==> config.mk <==
export PLATFORM = sky130hd
export DESIGN_NAME = vga_overlay_out
export DESIGN_NICKNAME = d
export VERILOG_FILES = /design/src/rtl/vga_overlay_out.sv
export SDC_FILE = /design/constraint.sdc
export NUM_CORES = 1
export LEC_CHECK = 0
export CORE_MARGIN = 2
export CORE_UTILIZATION = 45
export DETAILED_ROUTE_END_ITERATION = 8
export PLACE_DENSITY = 0.89
export SYNTH_ARGS = -nofsm -noshare
export SYNTH_HDL_FRONTEND = slang
export SYNTH_SLANG_ARGS = --single-unit
==> constraint.sdc <==
create_clock -name clk -period 2.5 [get_ports clk]
set_clock_uncertainty 0.15 [all_clocks]
set_input_delay 0.375 -clock clk [delete_from_list [all_inputs] [get_ports clk]]
set_output_delay 0.375 -clock clk [all_outputs]
set_load 0.02 [all_outputs]
==> src/rtl/vga_overlay_out.sv <==
// 640x480@60 raster generator with a chroma-keyed overlay composite and a VGA PMOD output byte.
// Colour and syncs leave through one register stage, so they stay aligned.
module vga_overlay_out #(
  parameter int unsigned H_VISIBLE = 640,
  parameter int unsigned H_FRONT   = 16,
  parameter int unsigned H_SYNC    = 96,
  parameter int unsigned H_BACK    = 48,
  parameter int unsigned V_VISIBLE = 480,
  parameter int unsigned V_FRONT   = 10,
  parameter int unsigned V_SYNC    = 2,
  parameter int unsigned V_BACK    = 33,
  parameter logic [5:0]  KEY_COLOR = 6'b100001
) (
  input  logic       clk,
  input  logic       rst,
  input  logic       overlay_en,
  output logic [9:0] x,
  output logic [9:0] y,
  output logic       active,
  input  logic [5:0] overlay_rgb,
  input  logic [5:0] bg_rgb,
  output logic [5:0] rgb_out,
  output logic       hsync_n,
  output logic       vsync_n,
  output logic       frame_start,
  output logic [7:0] uo_pins
);

  localparam int unsigned H_TOTAL = H_VISIBLE + H_FRONT + H_SYNC + H_BACK;
  localparam int unsigned V_TOTAL = V_VISIBLE + V_FRONT + V_SYNC + V_BACK;

  localparam logic [9:0] H_MAX    = 10'(H_TOTAL - 1);
  localparam logic [9:0] V_MAX    = 10'(V_TOTAL - 1);
  localparam logic [9:0] H_VIS    = 10'(H_VISIBLE);
  localparam logic [9:0] V_VIS    = 10'(V_VISIBLE);
  localparam logic [9:0] HS_START = 10'(H_VISIBLE + H_FRONT);
  localparam logic [9:0] HS_END   = 10'(H_VISIBLE + H_FRONT + H_SYNC);
  localparam logic [9:0] VS_START = 10'(V_VISIBLE + V_FRONT);
  localparam logic [9:0] VS_END   = 10'(V_VISIBLE + V_FRONT + V_SYNC);

  logic [9:0] h_cnt_q, v_cnt_q;
  logic       ov_q;
  logic       h_end, v_end;
  logic       hs0, vs0;
  logic [5:0] pix;

  assign h_end = (h_cnt_q == H_MAX);
  assign v_end = (v_cnt_q == V_MAX);

  // Overlay enable is only sampled on the frame boundary edge to avoid mid-frame tearing.
  always_ff @(posedge clk or posedge rst) begin
    if (rst) begin
      h_cnt_q <= '0;
      v_cnt_q <= '0;
      ov_q    <= 1'b0;
    end else begin
      if (h_end) begin
        h_cnt_q <= '0;
        v_cnt_q <= v_end ? '0 : v_cnt_q + 10'd1;
      end else begin
        h_cnt_q <= h_cnt_q + 10'd1;
      end
      if (h_end && v_end) begin
        ov_q <= overlay_en;
      end
    end
  end

  always_comb begin
    active = (h_cnt_q < H_VIS) && (v_cnt_q < V_VIS);
    hs0    = !((h_cnt_q >= HS_START) && (h_cnt_q < HS_END));
    vs0    = !((v_cnt_q >= VS_START) && (v_cnt_q < VS_END));
    pix    = '0;
    if (active) begin
      pix = (ov_q && (overlay_rgb != KEY_COLOR)) ? overlay_rgb : bg_rgb;
    end
  end

  always_ff @(posedge clk or posedge rst) begin
    if (rst) begin
      rgb_out     <= '0;
      hsync_n     <= 1'b1;
      vsync_n     <= 1'b1;
      frame_start <= 1'b0;
    end else begin
      rgb_out     <= pix;
      hsync_n     <= hs0;
      vsync_n     <= vs0;
      frame_start <= (h_cnt_q == 10'd0) && (v_cnt_q == 10'd0);
    end
  end

  assign x = h_cnt_q;
  assign y = v_cnt_q;

  // PMOD order: {hsync_n, B0, G0, R0, vsync_n, B1, G1, R1}
  assign uo_pins = {hsync_n, rgb_out[0], rgb_out[2], rgb_out[4],
                    vsync_n, rgb_out[1], rgb_out[3], rgb_out[5]};

endmodule

==> results of run 1 <==
## cells in the final DEF, fill, tap and decap left out, drive strengths merged, types with 2 or more instances in the layout
cell type,instances
clkdlybuf4s50,51
dfrtp,28
nand2,16
nand3,9
buf,9
inv,8
nand4,8
xor2,8
nor2,8
clkbuf,8
nor4,6
o21ai,6
a21oi,6
xnor2,5
nor3,4
ha,4
or3,3
or4b,3
and2,2
and3,2
dfstp,2
or4,2
o31ai,2
## per-stage QoR
stage | cell area [sq um] | util [%] | cells | setup WS [ns] | power (W)
2_1_floorplan | 1523 | - | 152 | 0.1210 | 0.0005350
3_3_place_gp | 2087 | 63.54 | 248 | 0.1170 | 0.0005745
3_5_place_dp | 2087 | 63.54 | 248 | 0.05465 | 0.0005754
4_1_cts | 2166 | 65.94 | 256 | 0.04628 | 0.0009295
5_1_grt | 2168 | 66.02 | 256 | 0.1528 | 0.0009572
6_report | 2168 | 66.02 | 256 | 0.2410 | 0.0009216
## worst paths after layout
path                            slack (ns)  cells after the start       to  startpoint
worst max-delay path                  0.24                      4     y[9]        x[7]
worst min-delay path                  0.25                      3     y[4]         rst
worst max register to register        0.24                      4     y[9]        x[7]
min in group clk                      0.39                      1     y[8]        y[8]
max in group asynchronous             1.65                      3  hsync_n         rst
worst min register to register        0.39                      1     y[8]        y[8]
## sequential cells by signal, summed over array words and instances, names as in the netlist
signal / count
ov_q: 1
y: 10
x: 10
vsync_n: 1
rgb_out: 6
frame_start: 1
hsync_n: 1
## kinds of logic (layout without fill, tap and decap cells)
kind of cell	Yosys count	in the layout	share of synthesized area (%)
adders and majority gates	4	4	3.287
DFF	30	30	49.47
buffers and inverters	19	77	7.313
muxes	2	2	1.397
AOI/OAI and AO/OA	16	16	6.328
and+or+nand+nor	68	68	24.73
xor gates and xnor gates	13	13	7.477
## final cells by class
class	instances	area, sq um
Tap cell	46	57.56
Multi-Input combinational cell	103	658.1
Timing Repair Buffer	61	590.6
Clock buffer	8	78.83
Inverter	8	30.03
Sequential cell	30	753.2
Fill cell	260	1116
## routing by layer
metal | track usage [%] | vias up | share of wire [%]
li1 | - | 654 | -
met1 | 25.39 | 633 | 44
met2 | 30.30 | 47 | 47
met3 | 3.804 | 13 | 4.7
met4 | 12.78 | 0 | 3.5
met5 | 0 | - | 0
## what timing repair did
action / 4_1_cts / 5_1_grt
resized for setup: 0 / 1
hold buffers: 0 / 0
setup endpoints to repair: 0 / 1
hold endpoints to repair: 0 / 0
## worst max-delay path: cells and delay by family, from the launching register on
kind | cells | cell delay [ns]
DFF | 1 | 0.41
AOI/OAI and AO/OA | 1 | 0.13
and+or+nand+nor | 3 | 1.50
## power by group through the flow
| stage | registers [W] | clock network (W) | logic, W |
|---|---|---|---|
| 2_1_floorplan | 0.000508 | 0 | 0.0000268 |
| 3_3_place_gp | 0.000502 | 0 | 0.0000726 |
| 3_5_place_dp | 0.000502 | 0 | 0.0000732 |
| 4_1_cts | 0.000493 | 0.000363 | 0.0000735 |
| 5_1_grt | 0.000493 | 0.000386 | 0.0000778 |
| 6_report | 0.000492 | 0.000357 | 0.0000725 |
==> flow_metrics.py, run 1 <==
metrics = {
    "route": {
        "drt_wl_total_um": 3542,
        "routed_via_density": 5.262,
        "wl_per_cell_um": 13.84,
        "first_pass_iters": 4,
        "route.detailed.drc": 0,
        "vias": 1347,
        "detail-route-antenna-nets": 0,
        "drt_iter0_markers": 49,
    },
    "power": {
        "p_int_w": 0.0007216,
        "p_sw_share_pct": 21.71,
        "combPwrFrac_pct": 7.9,
        "power_frac_seq_pct": 53.4,
        "power_density_mw_per_mm2": 425.0,
        "switchingPower_w": 0.0002001,
        "p_leak_nw": 0.9212,
        "vdd_drop_max_uv": 307.8,
        "clock_power_share_pct": 38.7,
    },
    "yosys": {
        "yosysSeqAreaShare_pct": 49.47,
        "synth_nets": 171,
        "synth_top_area_share_pct": 46.01,
        "syn_area_per_cell_sq_um": 10.02,
        "synthFlopType": "dfrtp_1",
        "syn_area_sq_mm": 0.001523,
        "synth_cell_types": 35,
        "synth.most_common_cell": "dfrtp_1",
        "ys.warnings.count": 0,
        "synth-seq-cells": 30,
        "synthTopCellsByArea": "dfrtp_1 46%, xor2_1 4.6%, buf_4 3.9%",
        "syn-instance-count": 152,
        "synth_common_cells": "28 x dfrtp_1, 16 x nand2_1, 9 x nand3_1",
        "async_flop_share_pct": 100.0,
        "synth.largest_area_cell": "dfrtp_1",
        "synth_edf_count": 0,
    },
    "floorplanning": {
        "core-area_sq_mm": 0.003284,
        "start_util_pct": 46.36,
        "num_rows": 21,
        "pin_count": 53,
        "die-area_sq_mm": 0.003865,
        "die_x_um": 62.17,
        "die_h_um": 62.17,
    },
    "timing": {
        "timing.final.crit_share_pct": 90.36,
        "period_needed_ns": 2.259,
        "setup_tns_ns": 0,
        "fin_hold_ws_ns": 0.2515,
        "worst_pin_slew_ns": 0.5816,
        "slew_viol_final": 0,
        "max_slew_margin_pct": 60.87,
        "setup_viol": 0,
        "final-hold-violation-count": 0,
        "rsz0062_at_grt": "false",
        "max_freq_mhz": 442.7,
    },
    "critical_path": {
        "crit_path_top_delay_cell": "or4b_4",
        "cp_max_fo": 4,
        "max_stage_delay_ns": 0.57,
        "cp-end-kind": "flip-flop",
        "crit_type": "reg2reg",
        "cp.arrival_ns": 2.39,
        "crit_chain": "or4b_4, or4_4, or3_1, a21oi_1",
        "setup.worst_path.start_class": "flip-flop",
        "critPathRequiredTime_ns": 2.63,
    },
    "placed_design": {
        "gp_congestion": 0.8858,
        "hpwl_um": 2617,
        "io_buffers": 52,
    },
    "clock_tree": {
        "clkSinkCount": 30,
        "htreeDepth": 2,
        "cts_buffer_depth": 2,
        "cts_made_buffers": 5,
        "cts-root-buf": "clkbuf_4",
        "postCtsSetupRepairBufs": 0,
        "clkLatencyLatePin_ns": 0.34,
        "cts.clk_slew.worst_paths_ns": 0.09,
        "cts_tree": "built",
    },
    "finish": {
        "diodes": 0,
        "area_growth_pct": 42.40,
        "nNetsFinal": 228,
        "drive_above_1_share_pct": 11.90,
    },
    "outcome": {
        "status": "completed",
    },
    "global_route": {
        "track_usage_pct": 19.66,
        "grt_pass1_wl_um": 5913,
        "grt.overflow.total": 0,
        "grt_max_degree": 31,
        "antenna_found_initial": 0,
        "first_global_vias": 1253,
    },
    "hold_path": {
        "hold_path.class": "in2async",
    },
    "flow_run": {
        "drv_cap": 0,
    },
}
Note: power is estimated with default switching activity, not from simulation.
==> run 2: changes to the inputs <==
--- a/config.mk
+++ b/config.mk
@@ -8,6 +8,7 @@
 export CORE_MARGIN = 2
 export CORE_UTILIZATION = 45
 export DETAILED_ROUTE_END_ITERATION = 8
+export MAX_ROUTING_LAYER = met4
 export PLACE_DENSITY = 0.89
 export SYNTH_ARGS = -nofsm -noshare
 export SYNTH_HDL_FRONTEND = slang
==> run 2 against run 1 <==
  * Flip-flop and latch count stayed put
  * Design area stayed put
  * Largest cell class unchanged
  * Register-to-register slack hardly changed
  * Hold slack hardly changed
  * Critical path type unchanged
  * Critical endpoint unchanged
  * Highest routed layer unchanged
  * Die area stayed put
  * First-iteration DRC count is 8.2% higher
==> flow_metrics.py, run 2 (synthesized netlist as in run 1, its figures left out) <==
metrics = {
    "timing": {
        "final-hold-violation-count": 0,
        "slew_viol_final": 0,
        "timing.final.crit_share_pct": 90.29,
        "setup_slack_ns": 0.2426,
        "setup_tns_ns": 0,
        "setup_viol": 0,
        "rsz0062_at_grt": "false",
        "period_needed_ns": 2.257,
        "max_freq_mhz": 443.0,
        "worst_pin_slew_ns": 0.5807,
        "max_slew_margin_pct": 60.93,
    },
    "critical_path": {
        "crit_path_end": "y[9]",
        "reg2reg_depth": 4,
        "crit_path_start": "x[7]",
        "r2r_slack_ns": 0.24,
        "timing.rr.start": "x[7]",
        "cp_max_fo": 4,
        "critPathRequiredTime_ns": 2.63,
        "cp.arrival_ns": 2.38,
        "cp-end-kind": "flip-flop",
        "crit_type": "reg2reg",
        "rr_endpoint": "y[9]",
        "setup.worst_path.start_class": "flip-flop",
    },
    "clock_tree": {
        "clkLatencyLatePin_ns": 0.34,
        "htreeDepth": 2,
        "postCtsHoldBufs": 0,
        "cts_made_buffers": 5,
        "cts_buffer_depth": 2,
        "cts_repair_resize_count": 0,
        "cts.clk_slew.worst_paths_ns": 0.09,
        "cts-root-buf": "clkbuf_4",
        "cts_tree": "built",
        "postCtsSetupRepairBufs": 0,
        "clkSinkCount": 30,
    },
    "placed_design": {
        "io_buffers": 52,
        "hpwl_um": 2617,
        "dp_slack_ns": 0.05465,
        "gp_congestion": 0.9006,
        "placed_cells": 248,
    },
    "floorplanning": {
        "die-area_sq_mm": 0.003865,
        "die_h_um": 62.17,
        "num_rows": 21,
        "start_util_pct": 46.36,
        "pin_count": 53,
        "die_x_um": 62.17,
        "core-area_sq_mm": 0.003284,
    },
    "finish": {
        "final_cells": 256,
        "final_cell_mix": "51 x clkdlybuf4s50_1, 28 x dfrtp_1, 16 x nand2_1, 9 x nand3_1, 9 x buf_4",
        "utilization_pct": 66.02,
        "nNetsFinal": 228,
        "drive_above_1_share_pct": 11.90,
        "area_growth_pct": 42.40,
        "layout_commonest_cell": "clkdlybuf4s50_1",
        "diodes": 0,
    },
    "global_route": {
        "track_usage_pct": 20.15,
        "grt_max_degree": 31,
        "grt.met3_usage_pct": 3.804,
        "grt.overflow.total": 0,
        "first_global_vias": 1257,
        "use_met2_pct": 30.43,
        "grt_util_met1_pct": 25.03,
        "grt_pass1_wl_um": 5899,
        "globalRoute.busiestLayer": "met2",
        "antenna_found_initial": 0,
    },
    "power": {
        "clock_power_share_pct": 38.6,
        "vdd_drop_max_uv": 307.8,
        "power_frac_seq_pct": 53.5,
        "combPwrFrac_pct": 7.9,
        "power_density_mw_per_mm2": 424.6,
        "total_power_w": 0.0009207,
        "p_int_w": 0.0007216,
        "p_leak_nw": 0.9212,
        "p_sw_share_pct": 21.62,
        "switchingPower_w": 0.0001991,
    },
    "route": {
        "drt_wl_total_um": 3554,
        "first_pass_iters": 4,
        "route.detailed.drc": 0,
        "vias": 1344,
        "drt_iter0_markers": 53,
        "routed_via_density": 5.250,
        "wl_per_cell_um": 13.88,
        "detail-route-antenna-nets": 0,
    },
    "outcome": {
        "status": "completed",
    },
    "flow_run": {
        "drv_cap": 0,
    },
    "hold_path": {
        "hold_path.class": "in2async",
    },
}
## run 2: worst min-delay path by stage
stage	startpoint	endpoint	slack, ns	cells past startpoint
6_report	rst	y[4]	0.25	3
3_5_place_dp	x[0]	x[0]	0.39	1
3_3_place_gp	y[8]	y[8]	0.36	1
5_1_grt	rst	rgb_out[5]	0.29	3
2_1_floorplan	rst	frame_start	0.31	1
4_1_cts	rst	y[1]	0.26	3
## run 2: metrics by stage
stage               instance area [sq um]  hold WS (ns)
floorplan                            1523        0.3143
global placement                     2087        0.3614
detailed placement                   2087        0.3859
CTS                                  2166        0.2647
global route                         2168        0.2855
finish                               2168        0.2513
## run 2: layout make-up
type / count / area, sq um
fill: 260 / 1116
sequential: 30 / 753.2
multi-input combinational: 103 / 658.1
timing repair buffer: 61 / 590.6
clock buffer: 8 / 78.83
tap: 46 / 57.56
inverter: 8 / 30.03
## run 2: power groups by stage
stage | sequential (W) | combinational (W) | clock [W]
final | 0.000492 | 0.0000724 | 0.000356
after global routing | 0.000493 | 0.0000776 | 0.000386
after floorplan | 0.000508 | 0.0000268 | 0
after CTS | 0.000493 | 0.0000735 | 0.000363
after global placement | 0.000502 | 0.0000726 | 0
after detailed placement | 0.000502 | 0.0000732 | 0
## run 2: worst max-delay path, stage by stage, from the launching register on
cell and delay, ns:
dfrtp_1 0.41, or4b_4 0.57, or4_4 0.57, or3_1 0.36, a21oi_1 0.13
## run 2: metal layers
layer	vias to the layer above	part of all wire (%)
li1	653	-
met1	632	45
met2	47	47
met3	12	4.4
met4	0	3.2
met5	-	0
